File: src/rtl/cla_seq_ctrl_pkg.sv
// -----------------------------------------------------------------------------
// cla_seq_ctrl_pkg
// Shared definitions for the sequential carry-lookahead add/sub controller:
//   - state_e   : controller FSM states (IDLE, RUN, DONE)
//   - SLICE_W   : width of one carry-lookahead slice (4 bits)
//   - idx_width : width of the slice index for a given slice count (min 1)
// -----------------------------------------------------------------------------
package cla_seq_ctrl_pkg;

    localparam int SLICE_W = 4;

    typedef enum logic [1:0] {
        IDLE = 2'd0,
        RUN  = 2'd1,
        DONE = 2'd2
    } state_e;

    // ceil(log2(slices)), never narrower than one bit so SLICES = 1 still
    // has a legal index register.
    function automatic int idx_width(input int slices);
        return (slices > 1) ? $clog2(slices) : 1;
    endfunction

endpackage

File: src/rtl/cla_seq_ctrl_if.sv
// -----------------------------------------------------------------------------
// cla_seq_ctrl_if
// Request/response bundle between a requester/consumer (master) and the
// cla_seq_ctrl controller (slave).
//   in_valid/in_ready   : operation handshake (a, b, sub)
//   out_valid/out_ready : result handshake (sum, cout, ovf)
//   busy                : controller is in RUN or DONE
// -----------------------------------------------------------------------------
interface cla_seq_ctrl_if #(
    parameter int SLICES = 4
);
    localparam int W = 4 * SLICES;

    logic         in_valid;
    logic         in_ready;
    logic [W-1:0] a;
    logic [W-1:0] b;
    logic         sub;
    logic         out_valid;
    logic         out_ready;
    logic [W-1:0] sum;
    logic         cout;
    logic         ovf;
    logic         busy;

    modport master (
        output in_valid, a, b, sub, out_ready,
        input  in_ready, out_valid, sum, cout, ovf, busy
    );

    modport slave (
        input  in_valid, a, b, sub, out_ready,
        output in_ready, out_valid, sum, cout, ovf, busy
    );

endinterface

File: src/rtl/cla_seq_ctrl_cla4_slice.sv
// -----------------------------------------------------------------------------
// cla4_slice
// Purely combinational 4-bit carry-lookahead adder slice.
//   a, b : slice operands
//   cin  : carry in
//   sum  : slice sum
//   cout : slice carry out
// All internal carries are flattened generate/propagate terms, so no carry
// ripples bit to bit inside the slice.
// -----------------------------------------------------------------------------
module cla4_slice
    import cla_seq_ctrl_pkg::*;
(
    input  logic [SLICE_W-1:0] a,
    input  logic [SLICE_W-1:0] b,
    input  logic               cin,
    output logic [SLICE_W-1:0] sum,
    output logic               cout
);

    logic [SLICE_W-1:0] g;
    logic [SLICE_W-1:0] p;
    logic [SLICE_W:1]   c;

    assign g = a & b;
    assign p = a ^ b;

    assign c[1] = g[0] | (p[0] & cin);
    assign c[2] = g[1] | (p[1] & g[0]) | (p[1] & p[0] & cin);
    assign c[3] = g[2] | (p[2] & g[1]) | (p[2] & p[1] & g[0])
                | (p[2] & p[1] & p[0] & cin);
    assign c[4] = g[3] | (p[3] & g[2]) | (p[3] & p[2] & g[1])
                | (p[3] & p[2] & p[1] & g[0])
                | (p[3] & p[2] & p[1] & p[0] & cin);

    assign sum  = p ^ {c[3], c[2], c[1], cin};
    assign cout = c[4];

endmodule

File: src/rtl/cla_seq_ctrl.sv
// -----------------------------------------------------------------------------
// cla_seq_ctrl
// Sequential add/subtract unit: one 4-bit carry-lookahead slice is reused
// once per cycle, least significant nibble first, so a W = 4*SLICES bit
// operation takes SLICES cycles in RUN.
//   clk   : clock, rising edge
//   rst_n : asynchronous active-low reset
//   bus   : cla_seq_ctrl_if.slave
//           in_valid/in_ready/a/b/sub       operation request
//           out_valid/out_ready/sum/cout/ovf result
//           busy                            high in RUN or DONE
// Subtraction is done as A + ~B + 1: B is inverted on capture and the
// carry register is seeded with 1.
// -----------------------------------------------------------------------------
module cla_seq_ctrl
    import cla_seq_ctrl_pkg::*;
#(
    parameter int SLICES = 4
) (
    input  logic             clk,
    input  logic             rst_n,
    cla_seq_ctrl_if.slave    bus
);

    localparam int                   W        = SLICE_W * SLICES;
    localparam int                   IDX_W    = idx_width(SLICES);
    localparam logic [IDX_W-1:0]     LAST_IDX = IDX_W'(SLICES - 1);

    state_e             state_q, state_d;
    logic [W-1:0]       a_q, a_d;
    logic [W-1:0]       b_q, b_d;         // already inverted for subtraction
    logic               carry_q, carry_d;
    logic [IDX_W-1:0]   idx_q, idx_d;
    logic [W-1:0]       sum_q, sum_d;
    logic               cout_q, cout_d;
    logic               ovf_q, ovf_d;

    logic               in_ready;
    logic               last_slice;
    logic [SLICE_W-1:0] a_nib, b_nib;
    logic [SLICE_W-1:0] slice_sum;
    logic               slice_cout;

    assign last_slice = (idx_q == LAST_IDX);

    // ---------------------------------------------------------------- state
    // NOTE: every flop is written with <= so all registers sample the
    // pre-edge values of each other, regardless of statement order.
    always_ff @(posedge clk or negedge rst_n) begin
        if (!rst_n) begin
            state_q <= IDLE;
            a_q     <= '0;
            b_q     <= '0;
            carry_q <= 1'b0;
            idx_q   <= '0;
            sum_q   <= '0;
            cout_q  <= 1'b0;
            ovf_q   <= 1'b0;
        end else begin
            state_q <= state_d;
            a_q     <= a_d;
            b_q     <= b_d;
            carry_q <= carry_d;
            idx_q   <= idx_d;
            sum_q   <= sum_d;
            cout_q  <= cout_d;
            ovf_q   <= ovf_d;
        end
    end

    // ----------------------------------------------------------- next state
    always_comb begin
        // NOTE: default assignment first so no path through the case leaves
        // state_d unassigned (which would infer a latch).
        state_d = state_q;
        unique case (state_q)
            IDLE: if (bus.in_valid)  state_d = RUN;
            RUN:  if (last_slice)    state_d = DONE;
            DONE: if (bus.out_ready) state_d = IDLE;
            default:                 state_d = IDLE;
        endcase
    end

    // -------------------------------------------------------------- outputs
    always_comb begin
        in_ready      = (state_q == IDLE);
        bus.out_valid = (state_q == DONE);
        bus.busy      = (state_q != IDLE);
    end

    assign bus.in_ready = in_ready;
    assign bus.sum      = sum_q;
    assign bus.cout     = cout_q;
    assign bus.ovf      = ovf_q;

    // ------------------------------------------------------ slice operands
    always_comb begin
        a_nib = '0;
        b_nib = '0;
        for (int i = 0; i < SLICES; i++) begin
            if (idx_q == IDX_W'(i)) begin
                a_nib = a_q[i*SLICE_W +: SLICE_W];
                b_nib = b_q[i*SLICE_W +: SLICE_W];
            end
        end
    end

    cla4_slice u_slice (
        .a    (a_nib),
        .b    (b_nib),
        .cin  (carry_q),
        .sum  (slice_sum),
        .cout (slice_cout)
    );

    // ------------------------------------------------------------ datapath
    always_comb begin
        a_d     = a_q;
        b_d     = b_q;
        carry_d = carry_q;
        idx_d   = idx_q;
        sum_d   = sum_q;
        cout_d  = cout_q;
        ovf_d   = ovf_q;

        if (in_ready && bus.in_valid) begin
            // Accept: previous result is dropped here, not at handoff.
            a_d     = bus.a;
            b_d     = bus.sub ? ~bus.b : bus.b;
            carry_d = bus.sub;
            idx_d   = '0;
            sum_d   = '0;
            cout_d  = 1'b0;
            ovf_d   = 1'b0;
        end else if (state_q == RUN) begin
            for (int i = 0; i < SLICES; i++) begin
                if (idx_q == IDX_W'(i)) begin
                    sum_d[i*SLICE_W +: SLICE_W] = slice_sum;
                end
            end
            carry_d = slice_cout;
            if (last_slice) begin
                // Index saturates at the last slice; the top sum bit is the
                // one being written on this same edge.
                cout_d = slice_cout;
                ovf_d  = (a_q[W-1] == b_q[W-1]) &
                         (slice_sum[SLICE_W-1] != a_q[W-1]);
            end else begin
                idx_d = idx_q + 1'b1;
            end
        end
    end

endmodule

File: src/flat_wrapper.sv
// flat-port wrapper written by rule: the top's interface ports become plain ports
module cla_seq_ctrl_flat import cla_seq_ctrl_pkg::*;
#(
    parameter int SLICES = 4
)
  (clk, rst_n, bus_in_valid, bus_a, bus_b, bus_sub, bus_out_ready, bus_in_ready, bus_out_valid, bus_sum, bus_cout, bus_ovf, bus_busy);
  cla_seq_ctrl_if #(.SLICES(SLICES)) bus_i ();
  input  logic clk;
  input  logic rst_n;
  input wire logic [$bits(bus_i.in_valid)-1:0] bus_in_valid;
  input wire logic [$bits(bus_i.a)-1:0] bus_a;
  input wire logic [$bits(bus_i.b)-1:0] bus_b;
  input wire logic [$bits(bus_i.sub)-1:0] bus_sub;
  input wire logic [$bits(bus_i.out_ready)-1:0] bus_out_ready;
  output wire logic [$bits(bus_i.in_ready)-1:0] bus_in_ready;
  output wire logic [$bits(bus_i.out_valid)-1:0] bus_out_valid;
  output wire logic [$bits(bus_i.sum)-1:0] bus_sum;
  output wire logic [$bits(bus_i.cout)-1:0] bus_cout;
  output wire logic [$bits(bus_i.ovf)-1:0] bus_ovf;
  output wire logic [$bits(bus_i.busy)-1:0] bus_busy;
  assign bus_i.in_valid = bus_in_valid;
  assign bus_i.a = bus_a;
  assign bus_i.b = bus_b;
  assign bus_i.sub = bus_sub;
  assign bus_i.out_ready = bus_out_ready;
  assign bus_in_ready = bus_i.in_ready;
  assign bus_out_valid = bus_i.out_valid;
  assign bus_sum = bus_i.sum;
  assign bus_cout = bus_i.cout;
  assign bus_ovf = bus_i.ovf;
  assign bus_busy = bus_i.busy;
  cla_seq_ctrl #(.SLICES(SLICES)) u_core (.clk(clk), .rst_n(rst_n), .bus(bus_i));
endmodule
File: config.mk
export PLATFORM = sky130hd
export DESIGN_NAME = cla_seq_ctrl_flat
export DESIGN_NICKNAME = d
export VERILOG_FILES = /design/src/rtl/cla_seq_ctrl_pkg.sv /design/src/rtl/cla_seq_ctrl_if.sv /design/src/rtl/cla_seq_ctrl_cla4_slice.sv /design/src/rtl/cla_seq_ctrl.sv /design/src/flat_wrapper.sv
export SDC_FILE = /design/constraint.sdc
export NUM_CORES = 1
export LEC_CHECK = 0
export BUFFER_PORTS_ARGS = -buffer_cell sky130_fd_sc_hd__clkbuf_2
export CORE_MARGIN = 2
export CORE_UTILIZATION = 45
export DETAILED_ROUTE_END_ITERATION = 8
export HOLD_SLACK_MARGIN = 0.05
export PLACE_DENSITY = 0.77
export RECOVER_POWER = 100
export SYNTH_ARGS = -nofsm -noshare
export SYNTH_HDL_FRONTEND = slang
export SYNTH_HIERARCHICAL = 1
export SYNTH_SLANG_ARGS = --single-unit
File: constraint.sdc
create_clock -name clk -period 6 [get_ports clk]
set_input_delay 0.3 -clock clk [delete_from_list [all_inputs] [get_ports clk]]
set_output_delay 0.3 -clock clk [all_outputs]
set_load 0.02 [all_outputs]
==> results of run 1 <==
area by class of cell:
cell class	instances	area, sq um	share of cell area, %
sequential	55	1376	42.88
multi-input combinational	173	1289	40.16
timing repair buffer	59	266.5	8.304
tap	77	96.34	3.002
clock buffer	6	72.57	2.261
clock inverter	2	60.06	1.871
inverter	13	48.80	1.520
layout by cell type, fill, tap and decap left out:
master / synthesis / final
sky130_fd_sc_hd__mux2_2: 6 / 6
sky130_fd_sc_hd__a21o_1: 3 / 3
sky130_fd_sc_hd__mux2_1: 1 / 11
sky130_fd_sc_hd__nand2_1: 10 / 10
sky130_fd_sc_hd__a22o_1: 28 / 28
sky130_fd_sc_hd__o21ai_0: 6 / 6
sky130_fd_sc_hd__a221oi_1: 7 / 7
sky130_fd_sc_hd__nor3b_4: 0 / 1
sky130_fd_sc_hd__clkbuf_1: 2 / 24
sky130_fd_sc_hd__xor2_1: 2 / 2
sky130_fd_sc_hd__dfrtp_1: 55 / 55
sky130_fd_sc_hd__o21bai_1: 0 / 1
sky130_fd_sc_hd__mux2i_1: 4 / 4
sky130_fd_sc_hd__fa_1: 1 / 1
sky130_fd_sc_hd__clkbuf_8: 0 / 5
sky130_fd_sc_hd__clkbuf_2: 0 / 36
sky130_fd_sc_hd__and3b_1: 2 / 2
sky130_fd_sc_hd__ha_1: 8 / 8
sky130_fd_sc_hd__a31o_1: 1 / 1
sky130_fd_sc_hd__o31ai_1: 7 / 7
sky130_fd_sc_hd__nand3b_1: 2 / 3
sky130_fd_sc_hd__and2b_1: 1 / 1
sky130_fd_sc_hd__nand2b_1: 1 / 1
sky130_fd_sc_hd__inv_1: 13 / 13
sky130_fd_sc_hd__bufinv_16: 0 / 2
sky130_fd_sc_hd__a21oi_1: 21 / 21
sky130_fd_sc_hd__xnor2_1: 17 / 17
sky130_fd_sc_hd__nor2_1: 29 / 29
sky130_fd_sc_hd__nor2b_1: 3 / 3
cells by family (layout without fill, tap and decap cells):
logic type / Yosys count / count (layout) / share of synthesized area (%)
buffers and inverters: 30 / 80 / 6.125
AND/OR/NAND/NOR: 50 / 50 / 8.167
multiplexers: 21 / 21 / 9.339
XOR/XNOR: 19 / 19 / 5.778
AO/OA/AOI/OAI: 74 / 74 / 18.64
adder cells (fa/ha/maj): 9 / 9 / 4.170
flip-flops: 55 / 55 / 47.78
flip-flops by register name, indices dropped and copies added (netlist names):
register and cells:
u_core/bus.sum 16, u_core/bus.ovf 1, u_core/a_q 16, u_core/b_q 16, u_core/state_q 2, u_core/idx_q 2, u_core/carry_q 1, u_core/bus.cout 1
metrics by stage:
step / util [%] / instances / worst slack (ns) / hold slack, ns / total power, uW
final: 51.13 / 385 / 2.610 / 0.1638 / 2142
after global routing: 51.13 / 385 / 2.291 / 0.1780 / 2332
after CTS: 52.38 / 385 / 2.629 / 0.1385 / 2205
after detailed placement: 50.27 / 377 / 2.642 / 0.4708 / 1917
after global placement: 50.27 / 377 / 2.845 / 0.4705 / 1869
after floorplan: - / 258 / 3.248 / 0.004409 / 1632
Yosys cell counts, drive strengths merged (2+ instances only):
library cell	instances	area share (%)
dfrtp	55	48
ha	8	3.5
mux2i	4	1.4
xnor2	17	5.2
buf	15	4.2
nand3b	3	0.91
o31ai	7	1.8
nor2	29	3.8
a21oi	21	3.6
mux2	17	7.9
inv	13	1.7
nor2b	3	0.65
clkbuf	2	0.26
xor2	2	0.61
nand2	10	1.3
and3b	2	0.61
a22o	28	8.5
a21o	3	0.78
a221oi	7	2.1
o21ai	6	1.0
report_power, final:
group	switching, uW	internal [uW]	total, uW
clock	118	167	284
sequential	139	543	682
combinational	661	514	1180
total	919	1220	2140
per-layer routing:
metal | vias to the layer above | track usage, % | share of wire (%) | routed length [um]
li1 | 1009 | - | - | -
met1 | 1016 | 24.41 | 47 | 2743
met3 | 7 | 3.363 | 3.9 | 230
met2 | 44 | 28.22 | 48 | 2789
met4 | 0 | 3.959 | 1.1 | 62
met5 | - | 0 | 0 | 0
worst min path at each step:
stage                             start                 to  slack [ns]
after global routing      bus_out_ready  u_core/state_q[1]        0.18
after global placement            rst_n  u_core/state_q[0]        0.47
final                     bus_out_ready  u_core/state_q[1]        0.16
after detailed placement          rst_n  u_core/bus.sum[2]        0.47
after floorplan                   rst_n      u_core/a_q[0]       0.004
after CTS                         rst_n     u_core/b_q[15]        0.14
==> run summary, run 1 <==
The number of nets in the synthesized netlist is roughly 300. After routing the design area is 3209 sq um. The tree is rooted in a sky130_fd_sc_hd__clkbuf_8.

The number of I/O port buffers is 57. Walking the worst path, the cells encountered are inv_1 > ha_1 > and2b_1 > a221oi_1 > o31ai_1 > ha_1 > a21o_1 > a31o_1 > xor2_1 > and3b_1 > a21oi_1 > o21ai_0. The H-tree depth is 2. The number of gates resized after cts came out at 0. The critical path is of the flip-flop to flip-flop type. In this run the critical register-to-register path is captured at u_core/bus.ovf.

The count of standard-cell rows is 29. The worst clock skew on the final layout is 0.008379 ns. The number of buffers added by the clock tree synthesis step came out at 5.

The count of endpoints failing setup in the final report is 0. The number of cells on the worst reg-to-reg path is 12. The filler cells instantiated in the layout total 574.

The run finished, with violations left. The worst pin sits at a relative slew slack of -89.66%. The slowest stage of the critical path is the sky130_fd_sc_hd__dfrtp_1 cell. The final max-slew violation count is about 110.

The critical path crosses 12 cells after its start point. For this design the ratio of total power to cell area is approximately 670 nW/um^2. The antenna diode count is 0. The worst setup path is launched from a flip-flop.

The upper clock frequency limit came out at 294.9 MHz. The kind of end point of the critical path is a flip-flop. Once placement finished, the instance area stood at 3156 sq um.

The signed area change from the synthesized netlist to the final layout is 11.42%. The vias per cell is 5.392. The overall track demand over capacity in global routing came out at around 17%.

The violation count after the first detailed-routing iteration came out at 81. The number of buffers and inverters on the critical path is 1. The min-delay analysis places its worst path in the category input pin to flip-flop. The most critical setup path has its startpoint at u_core/idx_q[1]. In this run the standard cell core region covers 6277 sq um. The overall routed net length came out at between 5000 and 6000 um. The largest single stage delay on the critical path is 0.44 ns.

The via count of the first global-routing pass is 2092. The number of remaining DRC errors is 0. The maximum count of clock buffers along a single path is 2.

The average cell area after synthesis came out at 11.16 sq um. From left edge to right edge, the die measures 84.01 um. Synthesis handed over a netlist of 258 instances. The most numerous cell on the critical path is sky130_fd_sc_hd__ha_1.

The final weighted congestion of routability-driven global placement came out at 0.7752. The cell count of the worst hold path came out at 2. TritonCTS built the clock tree. The tool flagged a number of max-cap violations equal to 2.

The final hold violation count is 0. The I/O pin count came out at 58. The overall overflow remaining after global route came out at 0. Setup repair after global routing left no endpoint under its margin. Summed over all cells, the static leakage comes to 0.001492 uW.

The most used flip-flop cell after synthesis is sky130_fd_sc_hd__dfrtp_1. The estimated wirelength of the detail-placed design came out at 4221 um. The count of TritonRoute iterations in the first routing pass is 4.

The total negative slack for setup checks is 0 ns. The height of the die is 84.01 um. The number of hold buffers added after cts came out at 0. The clock period minus worst slack came out at about 3.4 ns. The final reports fail on capacitance limit, slew limit.

The synthesized flop and latch total is 55. The detailed-route wire length per cell came out at 15.13 um. The count of buffers added by post-CTS timing repair for setup is 0.

The number of nets in the final layout came out at between 300 and 400. The number of distinct library cells after synthesis is 32. The starting density of the core is 45.88%. The maximum number of pins on one net before global-route repair came out at 56. The initial antenna violation count came to 0. The required arrival time at the worst endpoint came out at 6.18 ns. The worst register-to-register path begins at u_core/idx_q[1]. The number of clock sinks came out at 55. The wire length of the first global-routing pass came out at 9929 um. The insertion delay of the later-clocked pin in the worst-skew pair came out at 0.31 ns. The share of async-settable or async-resettable flops after synthesis is 100.0%. The full die area came out at 7057 sq um. The sequential element share of the synthesized area came out at between 40 and 50%. Among cell families on the critical path, the largest total delay comes from compound AO/OA/AOI/OAI gates. Across all layers, the routed design uses 2076 vias. At the pin with the least slew margin, the transition time is 2.845 ns.

The data arrival time of the critical path is 3.57 ns. The maximum fanout along the worst path is 12. The post-CTS clock slew at the launch and capture registers of the worst setup and hold paths is about 0.1 ns. The maximum vdd drop came out at approximately 0.35 mV.

The ratio of final minimum period to clock period came out at 56.51%. Across all register-to-register paths, the minimum setup slack is 2.61 ns. The synthesized area is 2880 sq um. The total number of yosys warnings is 6. The count of nets left with antenna violations once routing finished came out at 0. The end of the critical path is u_core/bus.ovf. In the final layout, the share of cells above drive strength 1 is 16.23%. The synthesized design contains 0 enable-type register cells.
Power figures use the tool's default switching activity.
==> run 2, diff against run 1 <==
Clock period 6 ns to 3.4 ns, I/O delays scaled along.
==> run 2 against run 1 <==
The flow now finishes without violations. Maximum frequency rose by 7.8%. Clock skew about the same. Critical path depth unchanged. Routed wire length grew 4.8%. Sequential power rose by 79%. Clock power increased by 19%. Global-route usage up 1.0 points. Utilization down 0.36 points. Critical endpoint unchanged. Largest power group unchanged.
==> run summary, run 2 (synthesis results as in run 1) <==
The flow ran to the end, and the final reports show no timing, DRC or antenna violations. The detailed-route wire length per cell was 15.82 um (+4.6%). The relative contribution of the clock network to total power is 9.2% (-4.1 points). The die extent in x is 84.01 um (unchanged). The startpoint identified for the worst register-to-register timing path is u_core/idx_q[0]. The number of cells after detailed placement is 378 (+0.27%). The worst-case headroom to the max-slew limit is 15.16% (+100 points). The data arrival time of the critical path was 3.32 ns (-0.25 ns). The final max-slew violation count came out at 0 (-100%). The cell count of the worst hold path came to 2 (unchanged). The wire length of the first global-routing pass came to 10340 um (+4.2%).

The area inside the core boundary is 6277 sq um (unchanged). The number of I/O port buffers is 57 (unchanged). The sequential power share came to 33.4% (+1.5 points). The most numerous cell on the critical path is sky130_fd_sc_hd__ha_1. Traced cell by cell, the critical path runs through inv_1 > ha_1 > and2b_1 > a221oi_1 > o31ai_2 > ha_1 > a21o_1 > a31o_1 > xor2_1 > and3b_1 > a21oi_1 > o21ai_0.

The delay contributed by the slowest stage of the critical path is 0.43 ns (about the same). The number of buffers added by the clock tree synthesis step is 5 (unchanged). The internal power consumption is 2009 uW (+64%). The signed area change from the synthesized netlist to the final layout is 10.64%. The number of nets in the final layout came out at 356 (+0.85%).

The area of all placed cells without fillers came out at 3187 sq um (-0.70%). The share of cells above drive strength 1 is 17.15% (+0.92 points). The required arrival time at the worst endpoint is 3.58 ns (-2.60 ns). The number of maximum-capacitance violations came out at 0 (-2). The count of standard-cell rows is 29 (unchanged). The via count of the first global-routing pass is 2132 (+1.9%). The starting density of the core came out at 45.88% (unchanged). The transition time at the pin with the least slew margin was 1.270 ns (-1.575 ns). The worst setup path is of the flip-flop to flip-flop kind. In the layout the commonest cells are 55 x sky130_fd_sc_hd__dfrtp_1, 37 x sky130_fd_sc_hd__clkbuf_2, 29 x sky130_fd_sc_hd__nor2_1, 28 x sky130_fd_sc_hd__a22o_1, 22 x sky130_fd_sc_hd__clkbuf_1.

The instance area after placement is 3163 sq um (+0.24%). The maximum number of pins on one net before global-route repair is 55 (-1.8%). The maximum vdd drop is 0.5683 mV (+61%). The fill cell instance count of the final layout came out at 593 (+3.3%). The insertion delay of the later-clocked pin in the worst-skew pair came to 0.30 ns (about the same). The maximum fanout along the worst path is 7 (-5). The estimated wirelength of the detail-placed design is 4455 um (+5.5%).

The final hold violation count came out at 0 (unchanged). The leakage power of the design is 0.001482 uW (-0.70%). The total negative slack for setup checks came out at 0 ns (unchanged). The overall overflow remaining after global route came to 0 (unchanged).

The height of the die came out at 84.01 um (unchanged). The initial antenna violation count is 0 (unchanged). The total number of vias came to 2090 (+0.67%). The library cell used as clock root buffer is sky130_fd_sc_hd__clkbuf_8. The relative contribution of combinational cells to total power came out at 57.4% (+2.5 points). The antenna diode count was 0 (unchanged). STA classifies the critical path endpoint as a flip-flop. The switching portion of total power was 44.85% (+2.0 points).

The upper clock frequency limit came to 318.0 MHz (+7.8%). The remaining antenna violation count after routing came out at 0 (unchanged). The violation count after the first detailed-routing iteration came out at 183 (+130%). The register-to-register path setup slack was 0.25 ns (-2.35 ns).

Setup repair after global routing left no endpoint under its margin. The post-CTS clock slew at the launch and capture registers of the worst setup and hold paths came out at 0.09 ns (about the same). In this run the critical register-to-register path is captured at u_core/bus.ovf. The maximum count of clock buffers along a single path was 2 (unchanged). The count of endpoints failing setup in the final report is 0 (unchanged).

The logic depth of the worst register-to-register path was 12 (unchanged). The overall routed net length came out at 6108 um (+4.8%). The ratio of final minimum period to clock period is 92.50% (+36 points). The number of remaining DRC errors came out at 0 (unchanged). The area taken by multi-input logic gates is 1294 sq um (+0.39%). The count of TritonRoute iterations in the first routing pass came out at 4 (unchanged).

STA classifies the critical path startpoint as a flip-flop. The net switching power figure was 1634 uW (+78%). The count of buffers added by post-CTS timing repair for setup came out at 0 (unchanged). The overall track demand over capacity in global routing came out at 18.45% (+1.0 points).

The count of placed standard cells in the final layout, fillers left out is 386 (+0.26%). The TritonCTS clock tree is done. The combined flip-flop and latch cell area is 1376 sq um (unchanged). In this run the most critical hold path is launched from bus_a[7]. The largest individual stage delay along the critical path comes from the cell sky130_fd_sc_hd__dfrtp_1.

The power density over the cells came to 1143 nW/um^2 (+71%). The H-tree depth is 2 (unchanged). The full die area is 7057 sq um (unchanged).

The number of clock sinks came out at 55 (unchanged). The most common library cell in the layout ignoring fill and taps is sky130_fd_sc_hd__dfrtp_1. The terminating pin of the worst hold path is u_core/a_q[7]. The final weighted congestion of routability-driven global placement is 0.9132 (+18%). The clock period minus worst slack is 3.145 ns (-0.2453 ns).

The worst clock skew on the final layout is 0.008867 ns (+0.0004882 ns). The min-delay analysis places its worst path in the category input pin to flip-flop. The I/O pin count is 58 (unchanged). The vias per cell is 5.415 (+0.41%).
-- run 2: critical path: cells and delay by family, from the launching register on --
family | cells | cell delay, ns
compound gates | 6 | 1.09
xor+xnor | 1 | 0.35
fa+ha+maj | 2 | 0.51
buf+inv | 1 | 0.12
flops | 1 | 0.43
simple gates | 2 | 0.52
-- run 2: final cells by class --
class                   count  area share (%)
clock buffers               5           2.159
clock inverters             1          0.2356
inverters                  13           1.531
multi-input cells         173           40.60
flip-flops and latches     55           43.19
well taps                  77           3.023
repair buffers             62           9.266
-- run 2: what timing repair did --
item                                    4_1_cts  5_1_grt
endpoints found under the setup margin        0        1
hold buffers                                  2        0
endpoints found under the hold margin        20        0
resized for setup                             0        2
-- run 2: worst max-delay path by stage --
stage	end	slack, ns	depth (start not counted)	from
after global placement	u_core/bus.ovf	0.41	12	u_core/idx_q[0]
after CTS	u_core/bus.ovf	0.11	12	u_core/idx_q[0]
after detailed placement	u_core/bus.ovf	0.14	12	u_core/idx_q[0]
after global routing	u_core/bus.ovf	0.02	12	u_core/idx_q[0]
after floorplan	u_core/bus.ovf	0.65	13	u_core/idx_q[0]
final	u_core/bus.ovf	0.25	12	u_core/idx_q[0]
-- run 2: layer usage --
layer / global-route usage (%) / up-vias / part of all wire, %
met5: 0 / - / 0
met4: 6.452 / 0 / 1.8
met3: 2.770 / 12 / 4.5
met2: 28.73 / 60 / 46
met1: 26.38 / 1002 / 48
li1: - / 1016 / -
-- run 2: power groups by stage --
| stage | registers, uW | clock network (uW) | logic (uW) |
|---|---|---|---|
| after global routing | 1260 | 370 | 2340 |
| after detailed placement | 1230 | 0 | 2150 |
| after floorplan | 1200 | 0 | 1690 |
| after CTS | 1220 | 348 | 2170 |
| after global placement | 1230 | 0 | 2070 |
| final | 1220 | 337 | 2090 |
-- run 2: metrics by stage --
step	total power, uW	util [%]	setup slack (ns)	hold slack [ns]
final	3643	50.77	0.2548	0.07673
after global routing	3965	50.77	0.01619	0.07937
after CTS	3736	51.92	0.1072	0.06854
after detailed placement	3388	50.39	0.1410	0.1623
after global placement	3297	50.39	0.4080	0.1510
after floorplan	2880	-	0.6475	-0.1256
